==> src/rtl/datapath_sequencer.sv <==
// datapath_sequencer: multi-cycle command sequencer for the 8x16 register-file/ALU datapath.
// Accepts one command per cmd_valid/cmd_ready handshake, then steps through
// read A, read B, execute and write-back, driving the datapath control lines.
// Optional feature: define SEQ_TRAP_EN to trap illegal ops. The sticky err stays
// set until reset. When undefined, an illegal op runs as a one-cycle NOP.
// Ports:
//   clk, reset (async, active-high)
//   cmd_valid/cmd_ready handshake; cmd_op, cmd_rd, cmd_rn, cmd_rm, cmd_shift, cmd_imm command fields
//   Z_out          datapath status (not used internally)
//   datapath_in, vsel, writenum, readnum, write, loada, loadb, loadc, loads,
//   asel, bsel, shift, ALUop   datapath control
//   busy, done, err            sequencer status
// Every output is registered and decoded from the next state and the next latch contents.
module datapath_sequencer #(
    parameter int unsigned DATA_W = 16,
    parameter int unsigned REG_AW = 3
) (
    input  logic              clk,
    input  logic              reset,
    input  logic              cmd_valid,
    output logic              cmd_ready,
    input  logic [2:0]        cmd_op,
    input  logic [REG_AW-1:0] cmd_rd,
    input  logic [REG_AW-1:0] cmd_rn,
    input  logic [REG_AW-1:0] cmd_rm,
    input  logic [1:0]        cmd_shift,
    input  logic [DATA_W-1:0] cmd_imm,
    input  logic              Z_out,
    output logic [DATA_W-1:0] datapath_in,
    output logic              vsel,
    output logic [REG_AW-1:0] writenum,
    output logic [REG_AW-1:0] readnum,
    output logic              write,
    output logic              loada,
    output logic              loadb,
    output logic              loadc,
    output logic              loads,
    output logic              asel,
    output logic              bsel,
    output logic [1:0]        shift,
    output logic [1:0]        ALUop,
    output logic              busy,
    output logic              done,
    output logic              err
);

    localparam logic [2:0] S_IDLE   = 3'd0;
    localparam logic [2:0] S_WR_IMM = 3'd1;
    localparam logic [2:0] S_LD_A   = 3'd2;
    localparam logic [2:0] S_LD_B   = 3'd3;
    localparam logic [2:0] S_EXEC   = 3'd4;
    localparam logic [2:0] S_WR_C   = 3'd5;
    localparam logic [2:0] S_ILL    = 3'd6;   // TRAP with SEQ_TRAP_EN, otherwise NOP

    localparam logic [2:0] OP_MOV_IMM = 3'b000;
    localparam logic [2:0] OP_MOV_REG = 3'b001;
    localparam logic [2:0] OP_ADD     = 3'b010;
    localparam logic [2:0] OP_CMP     = 3'b011;
    localparam logic [2:0] OP_AND     = 3'b100;
    localparam logic [2:0] OP_MVN     = 3'b101;

    logic [2:0]        state_q, state_d;
    logic [2:0]        op_q, op_d;
    logic [REG_AW-1:0] rd_q, rd_d, rn_q, rn_d, rm_q, rm_d;
    logic [1:0]        sh_q, sh_d;
    logic [DATA_W-1:0] imm_q, imm_d;

    logic              ready_d, busy_d, done_d, err_d;
    logic              write_d, vsel_d, loada_d, loadb_d, loadc_d, loads_d, asel_d;
    logic [REG_AW-1:0] readnum_d, writenum_d;
    logic [1:0]        shift_d, aluop_d;
    logic [DATA_W-1:0] dpin_d;

    // Status input is only observed by the command source.
    logic unused_z;
    assign unused_z = Z_out;

    // State and command latch.
    always_ff @(posedge clk or posedge reset) begin
        if (reset) begin
            state_q <= S_IDLE;
            op_q    <= '0;
            rd_q    <= '0;
            rn_q    <= '0;
            rm_q    <= '0;
            sh_q    <= '0;
            imm_q   <= '0;
        end else begin
            state_q <= state_d;
            op_q    <= op_d;
            rd_q    <= rd_d;
            rn_q    <= rn_d;
            rm_q    <= rm_d;
            sh_q    <= sh_d;
            imm_q   <= imm_d;
        end
    end

    // Next state, latch update and next-output decode.
    always_comb begin
        state_d = state_q;
        op_d    = op_q;
        rd_d    = rd_q;
        rn_d    = rn_q;
        rm_d    = rm_q;
        sh_d    = sh_q;
        imm_d   = imm_q;

        case (state_q)
            S_IDLE: begin
                // cmd_ready is already low while err is set.
                if (cmd_valid && cmd_ready) begin
                    op_d  = cmd_op;
                    rd_d  = cmd_rd;
                    rn_d  = cmd_rn;
                    rm_d  = cmd_rm;
                    sh_d  = cmd_shift;
                    imm_d = cmd_imm;
                    case (cmd_op)
                        OP_MOV_IMM:              state_d = S_WR_IMM;
                        OP_ADD, OP_AND, OP_CMP:  state_d = S_LD_A;
                        OP_MOV_REG, OP_MVN:      state_d = S_LD_B;
                        default:                 state_d = S_ILL;
                    endcase
                end
            end
            S_LD_A:  state_d = S_LD_B;
            S_LD_B:  state_d = S_EXEC;
            S_EXEC:  state_d = (op_q == OP_CMP) ? S_IDLE : S_WR_C;
            default: state_d = S_IDLE;   // WR_IMM, WR_C, ILL
        endcase

`ifdef SEQ_TRAP_EN
        err_d = err || (state_d == S_ILL);
`else
        err_d = 1'b0;
`endif

        ready_d    = (state_d == S_IDLE) && !err_d;
        busy_d     = (state_d != S_IDLE);
        done_d     = 1'b0;
        write_d    = 1'b0;
        vsel_d     = 1'b0;
        loada_d    = 1'b0;
        loadb_d    = 1'b0;
        loadc_d    = 1'b0;
        loads_d    = 1'b0;
        asel_d     = 1'b0;
        readnum_d  = '0;
        writenum_d = '0;
        shift_d    = '0;
        aluop_d    = '0;
        dpin_d     = '0;

        // Latched fields appear on the datapath in every non-idle state.
        if (state_d != S_IDLE) begin
            readnum_d  = (state_d == S_LD_A) ? rn_d : rm_d;
            writenum_d = rd_d;
            shift_d    = sh_d;
            dpin_d     = imm_d;
            case (op_d)
                OP_CMP:  aluop_d = 2'b01;
                OP_AND:  aluop_d = 2'b10;
                OP_MVN:  aluop_d = 2'b11;
                default: aluop_d = 2'b00;
            endcase
        end

        case (state_d)
            S_WR_IMM: begin
                write_d = 1'b1;
                vsel_d  = 1'b1;
                done_d  = 1'b1;
            end
            S_LD_A: loada_d = 1'b1;
            S_LD_B: loadb_d = 1'b1;
            S_EXEC: begin
                loadc_d = 1'b1;
                loads_d = (op_d == OP_CMP);
                done_d  = (op_d == OP_CMP);
                // A forced to zero so the ALU passes or inverts shifted B.
                asel_d  = (op_d == OP_MOV_REG) || (op_d == OP_MVN);
            end
            S_WR_C: begin
                write_d = 1'b1;
                done_d  = 1'b1;
            end
`ifndef SEQ_TRAP_EN
            S_ILL: done_d = 1'b1;
`endif
            default: ;
        endcase
    end

    // Registered outputs.
    always_ff @(posedge clk or posedge reset) begin
        if (reset) begin
            cmd_ready   <= 1'b1;
            busy        <= 1'b0;
            done        <= 1'b0;
            err         <= 1'b0;
            write       <= 1'b0;
            vsel        <= 1'b0;
            loada       <= 1'b0;
            loadb       <= 1'b0;
            loadc       <= 1'b0;
            loads       <= 1'b0;
            asel        <= 1'b0;
            bsel        <= 1'b0;
            readnum     <= '0;
            writenum    <= '0;
            shift       <= '0;
            ALUop       <= '0;
            datapath_in <= '0;
        end else begin
            cmd_ready   <= ready_d;
            busy        <= busy_d;
            done        <= done_d;
            err         <= err_d;
            write       <= write_d;
            vsel        <= vsel_d;
            loada       <= loada_d;
            loadb       <= loadb_d;
            loadc       <= loadc_d;
            loads       <= loads_d;
            asel        <= asel_d;
            bsel        <= 1'b0;
            readnum     <= readnum_d;
            writenum    <= writenum_d;
            shift       <= shift_d;
            ALUop       <= aluop_d;
            datapath_in <= dpin_d;
        end
    end

endmodule

==> config.mk <==
export PLATFORM = sky130hd
export DESIGN_NAME = datapath_sequencer
export DESIGN_NICKNAME = d
export VERILOG_FILES = /design/src/rtl/datapath_sequencer.sv
export SDC_FILE = /design/constraint.sdc
export NUM_CORES = 1
export LEC_CHECK = 0
export CORE_MARGIN = 2
export CORE_UTILIZATION = 25
export CTS_BUF_LIST = sky130_fd_sc_hd__clkbuf_4 sky130_fd_sc_hd__clkbuf_8 sky130_fd_sc_hd__clkbuf_16
export DETAILED_ROUTE_END_ITERATION = 12
export SYNTH_ARGS = -nofsm -noshare
export SYNTH_HDL_FRONTEND = slang
export SYNTH_SLANG_ARGS = --single-unit
==> constraint.sdc <==
create_clock -name clk -period 6.35 [get_ports clk]
set_input_delay 0.9525 -clock clk [delete_from_list [all_inputs] [get_ports clk]]
set_output_delay 0.9525 -clock clk [all_outputs]
set_load 0.1 [all_outputs]
# After elaboration in Yosys (flattened, before gate mapping)
# Index checks and enable logic that the tools add are counted.
[word_totals] ram_bits=0 ff_bits=69 romBits=0 n_memories=0 word_cells=82 in_bits=34 latchBits=0 out_inout_bits=38
[classes] n_eq_ne=19 n_reduce_logical=10 n_mux=31 addsub=0 order_cmp=0 shift=0 n_mul=0 bitwise=0 n_div=0
[op_table] cell="two-way mux 16 bit" count=3
[op_table] cell="two-way mux 3 bit" count=13
[op_table] cell="equality test 3 x 2 -> 1 bit, second input constant" count=8
[op_table] cell="equality test 3 bit, second input constant" count=8
[op_table] cell="case mux 3 bit (4 select lines)" count=1
[op_table] cell="equality test 3 x 1 -> 1 bit, second input constant" count=3
[op_table] cell="logical NOT 3 bit" count=3
[op_table] cell="case mux 3 bit (3 select lines)" count=1
[op_table] cell="two-way mux 2 bit" count=4
[op_table] cell="two-way mux 1 bit" count=7
[op_table] cell="case mux 2 bit (3 select lines)" count=1
[op_table] cell="OR reduction 3 bit" count=2
[op_table] cell="OR reduction 2 bit" count=2
[op_table] cell="nonzero test 3 bit" count=1
[op_table] cell="case mux 1 bit (2 select lines)" count=1
[op_table] cell="logical AND 1 bit" count=1
[op_table] cell="logical OR 1 bit" count=1

# Longest topological paths before layout
[depth] depth_word=8 mapped_depth=8

# Worst setup path after synthesis
# OpenSTA, ideal clock, no wires.
[synth_path] path_type="input to register" start="input cmd_op[1]" end="register readnum[0]" arrival_ns=2.102 required_time_ns=6.225 setup_time_ns=0.125 cell_stages=6 path_slack_ns=4.123 path_cell_list="buf_2 -> o311a_1 -> o21ai_2 -> buf_2 -> a21oi_1 -> mux2_4"
[synth_via] elab_chain_cells=8 word_cells_on_any_way=15
[synth_lines] element="start: declaration" line_no="22" source="input logic [2:0] cmd_op,"
[synth_lines] element="equality test 3 x 2 -> 1 bit, or another cell as far along" line_no="119" source="case (cmd_op)"
[synth_lines] element="OR reduction 3 bit or OR reduction 2 bit (tied branches)" line_no="119"
[synth_lines] element="case mux 3 bit (3 select lines) (*)" line_no="119"
[synth_lines] element="two-way mux 3 bit (*)" line_no="112" source="if (cmd_valid && cmd_ready) begin"
[synth_lines] element="case mux 3 bit (4 select lines) (*)" line_no="109" source="case (state_q)"
[synth_lines] element="equality test 3 x 2 -> 1 bit" line_no="157" source="readnum_d = (state_d == S_LD_A) ? rn_d : rm_d;"
[synth_lines] element="two-way mux 3 bit" line_no="157"
[synth_lines] element="two-way mux 3 bit (*)" line_no="156" source="if (state_d != S_IDLE) begin"
[synth_lines] element="named net readnum_d[0]" line_no="70" source="logic [REG_AW-1:0] readnum_d, writenum_d;"
[synth_lines] element="end signal: assignment" line_no="228" source="readnum <= readnum_d;"
[synth_lines] element="end: declaration" line_no="32" source="output logic [REG_AW-1:0] readnum,"
# Mark *: on every way through the listed nets, which the timed path passes. The rest lies on a longest branch.

# Final worst setup path
[layout_path] start="input cmd_op[1]" end="register vsel"
[layout_via] elab_chain_cells=7 word_cells_on_any_way=13
[layout_lines] element="equality test 3 x 2 -> 1 bit, or another cell as far along" line_no="119"
[layout_lines] element="OR reduction 3 bit or OR reduction 2 bit (tied branches)" line_no="119"
[layout_lines] element="case mux 3 bit (3 select lines) (*)" line_no="119"
[layout_lines] element="two-way mux 3 bit (*)" line_no="112"
[layout_lines] element="case mux 3 bit (4 select lines) (*)" line_no="109"
[layout_lines] element="equality test 3 x 1 -> 1 bit (*)" line_no="169" source="case (state_d)"
[layout_lines] element="two-way mux 1 bit (*)" line_no="169"
[layout_lines] element="named net vsel_d" line_no="69" source="logic write_d, vsel_d, loada_d, loadb_d, loadc_d, loads_d, asel_d;"
[layout_lines] element="end signal: assignment" line_no="221" source="vsel <= vsel_d;"
[layout_lines] element="end: declaration" line_no="30" source="output logic vsel,"
# Marked as above.

==> impl_metrics.py <==
metrics = {
    "status": {
        "status": "finished, final reports clean",
    },
    "cts": {
        "cts.sinks": 69,
        "cts_tree": "built",
        "h-tree-depth": 3,
        "cts_hold_buf": 0,
        "cts_max_path_buffers": 2,
        "clockRootBuffer": "clkbuf_8",
        "clkTransAtPathRegs_ps": 70,
        "cts_setup_buffers": 0,
        "clock_latency_ps": 340,
        "cts_buffers": 9,
        "cts_resized": 0,
    },
    "die": {
        "die_area_um2": 12100,
        "start_util_pct": 25.7,
        "rows": 38,
        "die_x_um": 110,
        "die_y_um": 110,
        "core_region_area_um2": 10900,
        "io-pin-count": 72,
    },
    "sta": {
        "slew_headroom_pct": 33.6,
        "setup-violations-final": 0,
        "finClkSkew_ps": 7.09,
        "rsz0062_at_grt": "false",
        "hold_violations": 0,
        "fmax_mhz": 308,
        "worstMarginPinSlew_ps": 993,
        "slew_viol_final": 0,
        "setup_total_negative_slack_ps": 0,
        "period_needed_ps": 3240,
        "final.period_utilization_pct": 51.1,
    },
    "finish": {
        "drive_above_1_share_pct": 18.5,
        "final_cell_area_um2": 3750,
        "nFillCells": 1100,
        "area_growth_pct": 33.8,
        "seq_area_um2": 1730,
        "diodes": 0,
        "multi_input_area_um2": 941,
        "nets": 302,
    },
    "setup_path": {
        "end_kind": "register",
        "r2r-end": "readnum[2]",
        "worstPathArrival_ps": 3470,
        "critPathLaunchType": "primary input",
        "rr_startpoint": "state_q[2]",
        "worstPathRequired_ps": 6580,
        "r2r_slack_ps": 3900,
        "r2r.worst_path.cells": 4,
        "cp_max_fo": 18,
        "criticalPathCategory": "primary input to register",
    },
    "placement": {
        "place_area_um2": 3560,
        "place_congestion": 0.777,
        "hpwl_um": 3650,
        "portBuffers": 68,
    },
    "logic_synthesis": {
        "synthFlopType": "dfrtp_1",
        "synth_edf_count": 0,
        "synthDominantCellAreaShare_pct": 60.8,
        "syn_inst": 202,
        "yosys-top-cells-count": "dfrtp_1, mux2_2, a21boi_0, a21boi_1, nand2_1",
        "synth-async-reset-ratio_pct": 100,
        "synth_area_um2": 2800,
        "synth_top_cell_by_area": "dfrtp_1",
        "synth.avg_cell_area_um2": 13.9,
        "synth_seq_cells": 69,
        "synth.most_common_cell": "dfrtp_1",
        "seq_area_frac_synth_pct": 61.7,
        "ys_top_cells_by_area": "dfrtp_1, mux2_2, mux2_4",
        "synthDistinctLibCells": 43,
        "ys_warn_count": 0,
    },
    "global_routing": {
        "grt_max_degree": 70,
        "grt_first_pass_wirelength_um": 9280,
        "antenna_found_initial": 0,
        "track_usage_pct": 10.5,
        "grt_pass1_vias": 1876,
        "gr-total-overflow": 0,
    },
    "routing": {
        "first_pass_iters": 4,
        "via_per_inst": 4.40,
        "drt_iter0_drc": 30,
        "routedWlPerCell_um": 14.1,
        "drc": 0,
        "detail-route-antenna-nets": 0,
        "dr_total_vias": 1808,
        "wl_um": 5790,
    },
    "job": {
        "drv_cap": 0,
    },
    "min_path": {
        "worstHoldPathType": "register to register",
        "hold-path-endpoint": "imm_q[11]",
        "hold_depth": 1,
        "hp-start": "imm_q[11]",
    },
}
==> cell type report <==
type	count	area share, %
sequential	69	46.1
multi-input combinational	112	25.1
timing repair buffer	70	18.6
clock buffer	13	4.78
tap	140	4.68
inverter	6	0.601
clock inverter	1	0.134
==> per-layer routing <==
metal	share of wire, %	vias up	global-route usage (%)
li1	-	830	-
met1	42	911	12.2
met2	49	54	16.7
met3	6.0	13	2.90
met4	2.9	0	7.32
met5	0	-	0
==> layout by cell type (no fill, tap or decap), types with 2 or more instances in the layout <==
master	Yosys	routed
a21boi_0	11	11
a21boi_1	9	9
a21oi_1	5	5
and2_1	2	2
buf_4	2	2
clkbuf_8	0	13
clkdlybuf4s50_1	0	68
conb_1	1	2
dfrtp_1	68	68
inv_1	6	5
mux2_1	6	6
mux2_2	18	18
mux2_4	6	6
nand2_1	9	9
nand3_1	5	5
nor2_1	7	7
o21ai_0	5	5
o21ai_1	2	2
o311a_1	2	2
xor2_1	2	2
==> sequential cells by signal (all words and copies together) (netlist names), 2 cells and up <==
name         count
ALUop            2
datapath_in     16
imm_q           16
op_q             3
rd_q             3
readnum          3
rm_q             3
rn_q             3
sh_q             2
shift            2
state_q          3
writenum         3
==> stage by stage <==
step / hold WS, ps / worst slack (ps) / std cells / util [%]
2_1_floorplan: 449 / 3660 / 203 / -
6_report: 475 / 3110 / 411 / 34.4
3_3_place_gp: 459 / 2750 / 397 / 32.7
4_1_cts: 481 / 3100 / 411 / 34.4
3_5_place_dp: 465 / 2730 / 397 / 32.7
5_1_grt: 504 / 2920 / 411 / 34.4
==> how the worst max path moves through the flow <==
| stage | from | to | slack [ps] | cells past startpoint |
|---|---|---|---|---|
| 2_1_floorplan | reset | ALUop[0] | 3660 | 1 |
| 3_3_place_gp | cmd_op[1] | vsel | 2750 | 6 |
| 3_5_place_dp | cmd_op[1] | vsel | 2730 | 6 |
| 4_1_cts | cmd_op[1] | vsel | 3100 | 6 |
| 5_1_grt | cmd_op[1] | vsel | 2920 | 6 |
| 6_report | cmd_op[1] | vsel | 3110 | 6 |
==> critical path, stage by stage <==
cell,delay [ps]
clkdlybuf4s50_1,570
o311a_1,430
o21ai_2,590
buf_4,360
nand4_1,200
a2111oi_2,340
==> cells by family after synthesis <==
logic type / count (synthesis) / share of synthesized area, %
XOR/XNOR: 2 / 0.626
AO/OA/AOI/OAI: 43 / 11.6
other: 1 / 0.134
buffers and inverters: 22 / 5.19
multiplexers: 30 / 12.9
flip-flops: 69 / 61.7
AND/OR/NAND/NOR: 35 / 7.87
Power is left out: the tool's default activity adds up to more than one toggle a clock period on the data nets, which glitch-free logic cannot reach.
